File: config.mk
export PLATFORM = sky130hd
export DESIGN_NAME = da4_update_scheduler
export DESIGN_NICKNAME = d
export VERILOG_FILES = /design/src/rtl/da4_update_scheduler.sv
export SDC_FILE = /design/constraint.sdc
export NUM_CORES = 1
export LEC_CHECK = 0
export CORE_UTILIZATION = 35
export CTS_CLUSTER_DIAMETER = 60
export DETAILED_ROUTE_END_ITERATION = 8
export PLACE_DENSITY_LB_ADDON = 0.12
export SYNTH_ARGS = -nofsm -noshare
export SYNTH_HDL_FRONTEND = slang
export SYNTH_SLANG_ARGS = --single-unit
File: constraint.sdc
create_clock -name clk100mhz -period 2.05 [get_ports clk100mhz]
set_clock_uncertainty 0.15 [all_clocks]
set_input_delay 0.41 -clock clk100mhz [delete_from_list [all_inputs] [get_ports clk100mhz]]
set_output_delay 0.41 -clock clk100mhz [all_outputs]
set_load 0.02 [all_outputs]
File: src/rtl/da4_update_scheduler.sv
// PMOD DA4 update scheduler: round-robin arbitration of channel updates into 32-bit SPI DAC words.
// Define DA4_REF_INIT_EN to send the internal-reference setup frame once after every reset.
module da4_update_scheduler #(
  parameter int          NREQ       = 4,
  parameter logic [31:0] SETUP_WORD = 32'h0800_0001,
  parameter logic [3:0]  CMD_WR_UPD = 4'h3
) (
  input  logic                 clk100mhz,
  input  logic                 rst_n,
  input  logic [NREQ-1:0]      req,
  input  logic [3*NREQ-1:0]    req_chan,
  input  logic [12*NREQ-1:0]   req_data,
  output logic [NREQ-1:0]      gnt,
  output logic [31:0]          cmd_word,
  output logic                 cmd_valid,
  input  logic                 cmd_ready,
  input  logic                 spi_done,
  output logic                 init_done,
  output logic                 busy
);

  localparam int LW = (NREQ > 1) ? $clog2(NREQ) : 1;
  localparam logic [LW-1:0] LAST_RST = LW'(NREQ - 1);

`ifdef DA4_REF_INIT_EN
  typedef enum logic [2:0] {INIT_SEND, INIT_WAIT, IDLE, SEND, WAIT} state_t;
  localparam state_t RESET_STATE = INIT_SEND;
`else
  typedef enum logic [1:0] {IDLE, SEND, WAIT} state_t;
  localparam state_t RESET_STATE = IDLE;
`endif

  state_t          state;
  logic [LW-1:0]   last;
  logic [LW-1:0]   win;
  logic [LW-1:0]   cand;
  logic            found;
  logic [NREQ-1:0] win_onehot;
  logic [2:0]      chan_a [NREQ];
  logic [11:0]     data_a [NREQ];

  for (genvar i = 0; i < NREQ; i++) begin : g_slice
    assign chan_a[i] = req_chan[3*i +: 3];
    assign data_a[i] = req_data[12*i +: 12];
  end

  // Winner is the first requester after the previous grant, wrapping modulo NREQ.
  always_comb begin
    // NOTE: every combinational output gets a default first, so no path can infer a latch.
    win        = last;
    cand       = last;
    found      = 1'b0;
    win_onehot = '0;
    for (int i = 1; i <= NREQ; i++) begin
      cand = LW'((int'(last) + i) % NREQ);
      if (!found && req[cand]) begin
        found = 1'b1;
        win   = cand;
      end
    end
    win_onehot[win] = 1'b1;
  end

  always_ff @(posedge clk100mhz or negedge rst_n) begin
    // NOTE: registers use non-blocking assignments so every update sees pre-edge values.
    if (!rst_n) begin
      state     <= RESET_STATE;
      last      <= LAST_RST;
      gnt       <= '0;
      cmd_word  <= '0;
      cmd_valid <= 1'b0;
      init_done <= 1'b0;
      busy      <= 1'b0;
    end else begin
      gnt <= '0;
      case (state)
`ifdef DA4_REF_INIT_EN
        INIT_SEND: begin
          if (!cmd_valid) begin
            cmd_word  <= SETUP_WORD;
            cmd_valid <= 1'b1;
            busy      <= 1'b1;
          end else if (cmd_ready) begin
            cmd_valid <= 1'b0;
            state     <= INIT_WAIT;
          end
        end
        INIT_WAIT: begin
          if (spi_done) begin
            init_done <= 1'b1;
            busy      <= 1'b0;
            state     <= IDLE;
          end
        end
`endif
        IDLE: begin
`ifndef DA4_REF_INIT_EN
          init_done <= 1'b1;
`endif
          // Grants only start once init_done is already visible to the requesters.
          if (init_done && (req != '0)) begin
            gnt       <= win_onehot;
            last      <= win;
            cmd_word  <= {4'h0, CMD_WR_UPD, 1'b0, chan_a[win], data_a[win], 8'h00};
            cmd_valid <= 1'b1;
            busy      <= 1'b1;
            state     <= SEND;
          end
        end
        SEND: begin
          if (cmd_ready) begin
            cmd_valid <= 1'b0;
            state     <= WAIT;
          end
        end
        WAIT: begin
          if (spi_done) begin
            busy  <= 1'b0;
            state <= IDLE;
          end
        end
        default: state <= RESET_STATE;
      endcase
    end
  end

endmodule
# Word-level counts from Yosys, hierarchy flattened
# Index checks and enable logic that the tools add are counted.
classes:
  add_sub_neg: 4
  magnitude_cmp: 7
  eq_ne: 5
  muxes: 34
  bitwise: 1
  reduce_logical: 16
op_table:
  columns: ["cell", "count"]
  rows:
  - ["$bmux W12 S2", 1]
  - ["$mux W12", 2]
  - ["$lt A2 B3 Y1 const B", 5]
  - ["$mux W2", 7]
  - ["$mux W1", 11]
  - ["$reduce_and A3 Y1", 3]
  - ["$bmux W1 S2", 4]
  - ["$mux W4", 2]
  - ["$bmux W3 S2", 1]
  - ["$mux W3", 2]
  - ["$ne A2 B2 Y1 const B", 3]
  - ["$pmux W2 S3", 1]
  - ["$logic_and A1 B1 Y1", 5]
  - ["$add A2 B1 Y2 const B", 2]
  - ["$add A2 B2 Y2 const B", 2]
  - ["$pmux W1 S2", 2]
  - ["$reduce_bool A2 Y1", 2]
  - ["$reduce_bool A4 Y1", 1]
  - ["$ge A3 B3 Y1 const B", 1]
  - ["$logic_not A1 Y1", 3]
  - ["$not A2 Y3", 1]
  - ["$demux W1 S2", 1]
  - ["$eq A2 B1 Y1 const B", 1]
  - ["$eq A2 B2 Y1 const B", 1]
  - ["3 further kinds", 3]
totals:
  ff_bits: 27
  in_bits: 68

# Longest topological paths before layout
logic_depth:
  ltp_word: 19
  depth_mapped: 6

# Worst setup path after synthesis
# OpenSTA, ideal clock, no wires.
synth_timing:
  kind: "register -> register"
  from: "reg last[1]"
  to: "reg cmd_word[16]"
  setup_time_ps: 128
  t_arrival_ps: 1683
  required_time_ps: 1772
  setup_slack_ps: 90
  stages_incl_launch_ff: 7
  path_buffers: 1
  path_cell_list: "dfstp_2 > mux2i_1 > o22ai_4 > nor2_8 > buf_6 > mux2i_1 > o211ai_2"
synth_via:
  elab_chain_cells: 17
synth_rtl:
  columns: ["item", "line_no", "source"]
  rows:
  - ["start, declared", "34", "logic [LW-1:0] last;"]
  - ["start signal, assigned", "103", "last <= win;"]
  - ["$add A2 B1 Y2", "55", "cand = LW'((int'(last) + i) % NREQ);"]
  - ["$bmux W1 S2", "56", "if (!found && req[cand]) begin"]
  - ["$mux W1 (implied by the code)", "56", null]
  - ["$mux W1", "56", null]
  - ["$logic_not A1 Y1", "56", null]
  - ["$logic_and A1 B1 Y1", "56", null]
  - ["$mux W1", "56", null]
  - ["$logic_not A1 Y1", "56", null]
  - ["$logic_and A1 B1 Y1", "56", null]
  - ["$mux W1", "56", null]
  - ["$logic_not A1 Y1", "56", null]
  - ["$logic_and A1 B1 Y1", "56", null]
  - ["$mux W2 *", "56", null]
  - ["$not A2 Y3 (implied by the code) *", "104", "cmd_word <= {4'h0, CMD_WR_UPD, 1'b0, chan_a[win], data_a[win], 8'h00};"]
  - ["$bmux W12 S2 *", "104", null]
  - ["$mux W12 (implied by the code) * (2 in a row)", "104", null]
  - ["end signal, assigned", "104", null]
  - ["end, declared", "14", "output logic [31:0] cmd_word,"]
# Every way passes the cells marked *; elsewhere a longest branch is shown, timed or not. The select of a mux whose other input is x is not followed.
# A chain may end at the register's enable or synchronous reset.

# Final worst setup path
layout_timing:
  from: "reg last[1]"
  to: "reg cmd_word[22]"
layout_via:
  elab_chain_cells: 17
layout_rtl:
  columns: ["item", "line_no"]
  rows:
  - ["$add A2 B1 Y2", "55"]
  - ["$bmux W1 S2", "56"]
  - ["$mux W1 (implied by the code)", "56"]
  - ["$mux W1", "56"]
  - ["$logic_not A1 Y1", "56"]
  - ["$logic_and A1 B1 Y1", "56"]
  - ["$mux W1", "56"]
  - ["$logic_not A1 Y1", "56"]
  - ["$logic_and A1 B1 Y1", "56"]
  - ["$mux W1", "56"]
  - ["$logic_not A1 Y1", "56"]
  - ["$logic_and A1 B1 Y1", "56"]
  - ["$mux W2 *", "56"]
  - ["$not A2 Y3 (implied by the code) *", "104"]
  - ["$bmux W3 S2 *", "104"]
  - ["$mux W3 (implied by the code) * (2 in a row)", "104"]
# Marked as above.

==> impl_results.md <==
- Status: complete, no violations
- Routed wire length: 5360 µm
- TritonCTS Buffers: 3
- Clk root buf: clkbuf_8
- Vias in the first global route: 1657
- DR pass1 iterations: 4
- Seq cells post-synth: 27
- Hold crit path type: in2async
- Post-synth cell types: 32
- Diode count: 0
- Critical path required time: 2070 ps
- Fin cells: 377
- H-Tree Depth: 1
- YS warnings: 0
- Syn avg cell area: 9.55 µm²
- Worst Setup End Kind: register
- RSZ-0062 raised after global routing: true
- Initial antenna violation count: 0
- Worst-skew pair later-pin latency: 270 ps
- R2r worst-path depth: 7
- Die Height: 75.0 µm
- Nets: 376
- Gr ovfl total: 0
- # fillers: 438
- 1st-iter DRT viols: 59
- DRC viols: 0
- Setup TNS Final: 0 ps
- CTS tree: yes
- Fmax: 0.505 GHz
- Ports: 107
- Initial Utilization: 0.365
- Dpl cells: 367
- Worst hold slack: 353 ps
- TritonCTS Sinks: 27
- Leak: 1.37 nW
- Reg clk slew, reported paths: 100 ps
- Critical Path Fanout Max: 8
- DP HPWL: 3930 µm
- Vias post-DR: 1814
- Routed vias/inst: 4.81
- Footprint of the multi-input gates: 1070 µm²
- Final Critical Period: 1980 ps
- Hold_buf cts: 0
- Synthesized area: 1860 µm²
- Cells after Synth: 195
- FF+latch area: 678 µm²
- Longest Clk Path Bufs: 2
- Final setup fails: 0
- Worst setup SP type: register
- Routability-driven placement congestion ratio: 0.787
- Total GRT Usage: 0.186
- Row count: 26
- Number of routed nets with antenna violations: 0
- Tcrit/Tclk final: 0.966
- Power per standard cell area: 1310 nW/µm²
- Critical Path AT: 2000 ps
- Max VDD drop: 0.663 mV
- Final hold violations: 0
- Max-slew violations: 0
- PortBufs: 91
- Worst Setup Path Type: reg2reg
- DR WL/cell: 14.2 µm
- Most frequent cells in the layout: 88 x clkdlybuf4s50_1, 25 x dfrtp_1, 21 x buf_4
- Core area: 5110 µm²
- Most common cell after layout, fill and taps aside: clkdlybuf4s50_1
- Die Wd: 75.0 µm
- First-pass GRT wire length: 7850 µm
- Max Cap Viol: 0
- Die Footprint: 5620 µm²
- Layout area overhead: 70.2%
- Layout cells sized above 1: 0.212
- Largest net degree at the start of global routing: 29
- Seq/Total Area, Yosys: 0.364
==> critical path, stage by stage (launching register included) <==
cell      delay [ps]
dfstp_2          580
mux2i_4          270
o22ai_4          110
buf_12           150
nor2_8           130
buf_12           150
mux2i_2          240
o211ai_2          90
==> final cells by class <==
type,count,share of cell area
inverter,3,0.00355
clock buffer,3,0.0130
tap,70,0.0276
multi-input combinational,150,0.337
timing repair buffer,123,0.403
sequential,27,0.214
clock inverter,1,0.00158
==> final timing paths <==
kind	start	to	slack, ps
max	last[1]	cmd_word[22]	70
max in group asynchronous	rst_n	last[0]	1090
min in group clk100mhz	cmd_word[24]	cmd_word[24]	350
min reg2reg	cmd_word[24]	cmd_word[24]	350
min	rst_n	cmd_word[19]	350
max reg2reg	last[1]	cmd_word[22]	70
==> metrics by stage <==
step / setup WS (ps) / total power, mW / cell area [µm²] / utilization
finish: 68.9 / 4.15 / 3170 / 0.621
global route: -13.0 / 4.44 / 3170 / 0.621
CTS: 0.268 / 4.09 / 3090 / 0.605
detailed placement: -444 / 3.63 / 2990 / 0.585
global placement: -305 / 3.58 / 2990 / 0.585
floorplan: 89.6 / 2.52 / 1920 / -
==> synth_stat cells, drive strengths merged <==
master,count,area share
a21o,1,0.0047
a21oi,5,0.028
dfstp,2,0.028
o211ai,15,0.087
clkbuf,2,0.0040
nand3b,1,0.0040
o41ai,1,0.0087
or2,1,0.0034
nand2b,6,0.020
conb,1,0.0020
or3,1,0.0034
inv,3,0.0060
nor2,9,0.027
o21bai,1,0.0040
o22a,1,0.0054
nand2,20,0.042
nor3,3,0.0081
nand3,16,0.043
a211o,15,0.071
mux2i,16,0.086
dfrtp,25,0.34
buf,27,0.11
o22ai,1,0.011
o21ai,22,0.059
==> report_power, final <==
| part | leakage, nW | internal, mW | switching, mW |
|---|---|---|---|
| clock | 0.0255 | 0.137 | 0.183 |
| combinational | 1.02 | 1.53 | 1.35 |
| sequential | 0.324 | 0.781 | 0.171 |
| total | 1.37 | 2.45 | 1.70 |
==> sequential cells by signal (all words and copies together), names as in the netlist <==
name	flops
gnt	4
cmd_word	16
last	2
init_done	1
busy	1
cmd_valid	1
state	2
==> what timing repair did <==
item | CTS | global route
setup buffers | 4 | 2
pin swaps | 2 | 4
gates resized for setup | 1 | 14
endpoints found under the setup margin | 15 | 16
==> routing by layer <==
layer | GRT usage | routed length (µm) | vias to the layer above
met1 | 0.254 | 2450 | 827
li1 | - | - | 900
met2 | 0.302 | 2430 | 80
met3 | 0.0388 | 413 | 7
met5 | 0 | 0 | -
met4 | 0.0482 | 68 | 0
==> cell families (layout without fill, tap and decap cells) <==
kind of cell | count (synthesis) | after routing | synth area share
other | 1 | 15 | 0.00201
DFF | 27 | 27 | 0.364
buffers and inverters | 32 | 130 | 0.120
AOI/OAI and AO/OA | 62 | 62 | 0.278
and+or+nand+nor | 57 | 57 | 0.150
muxes | 16 | 16 | 0.0860
(Power assumes the default switching activity.)
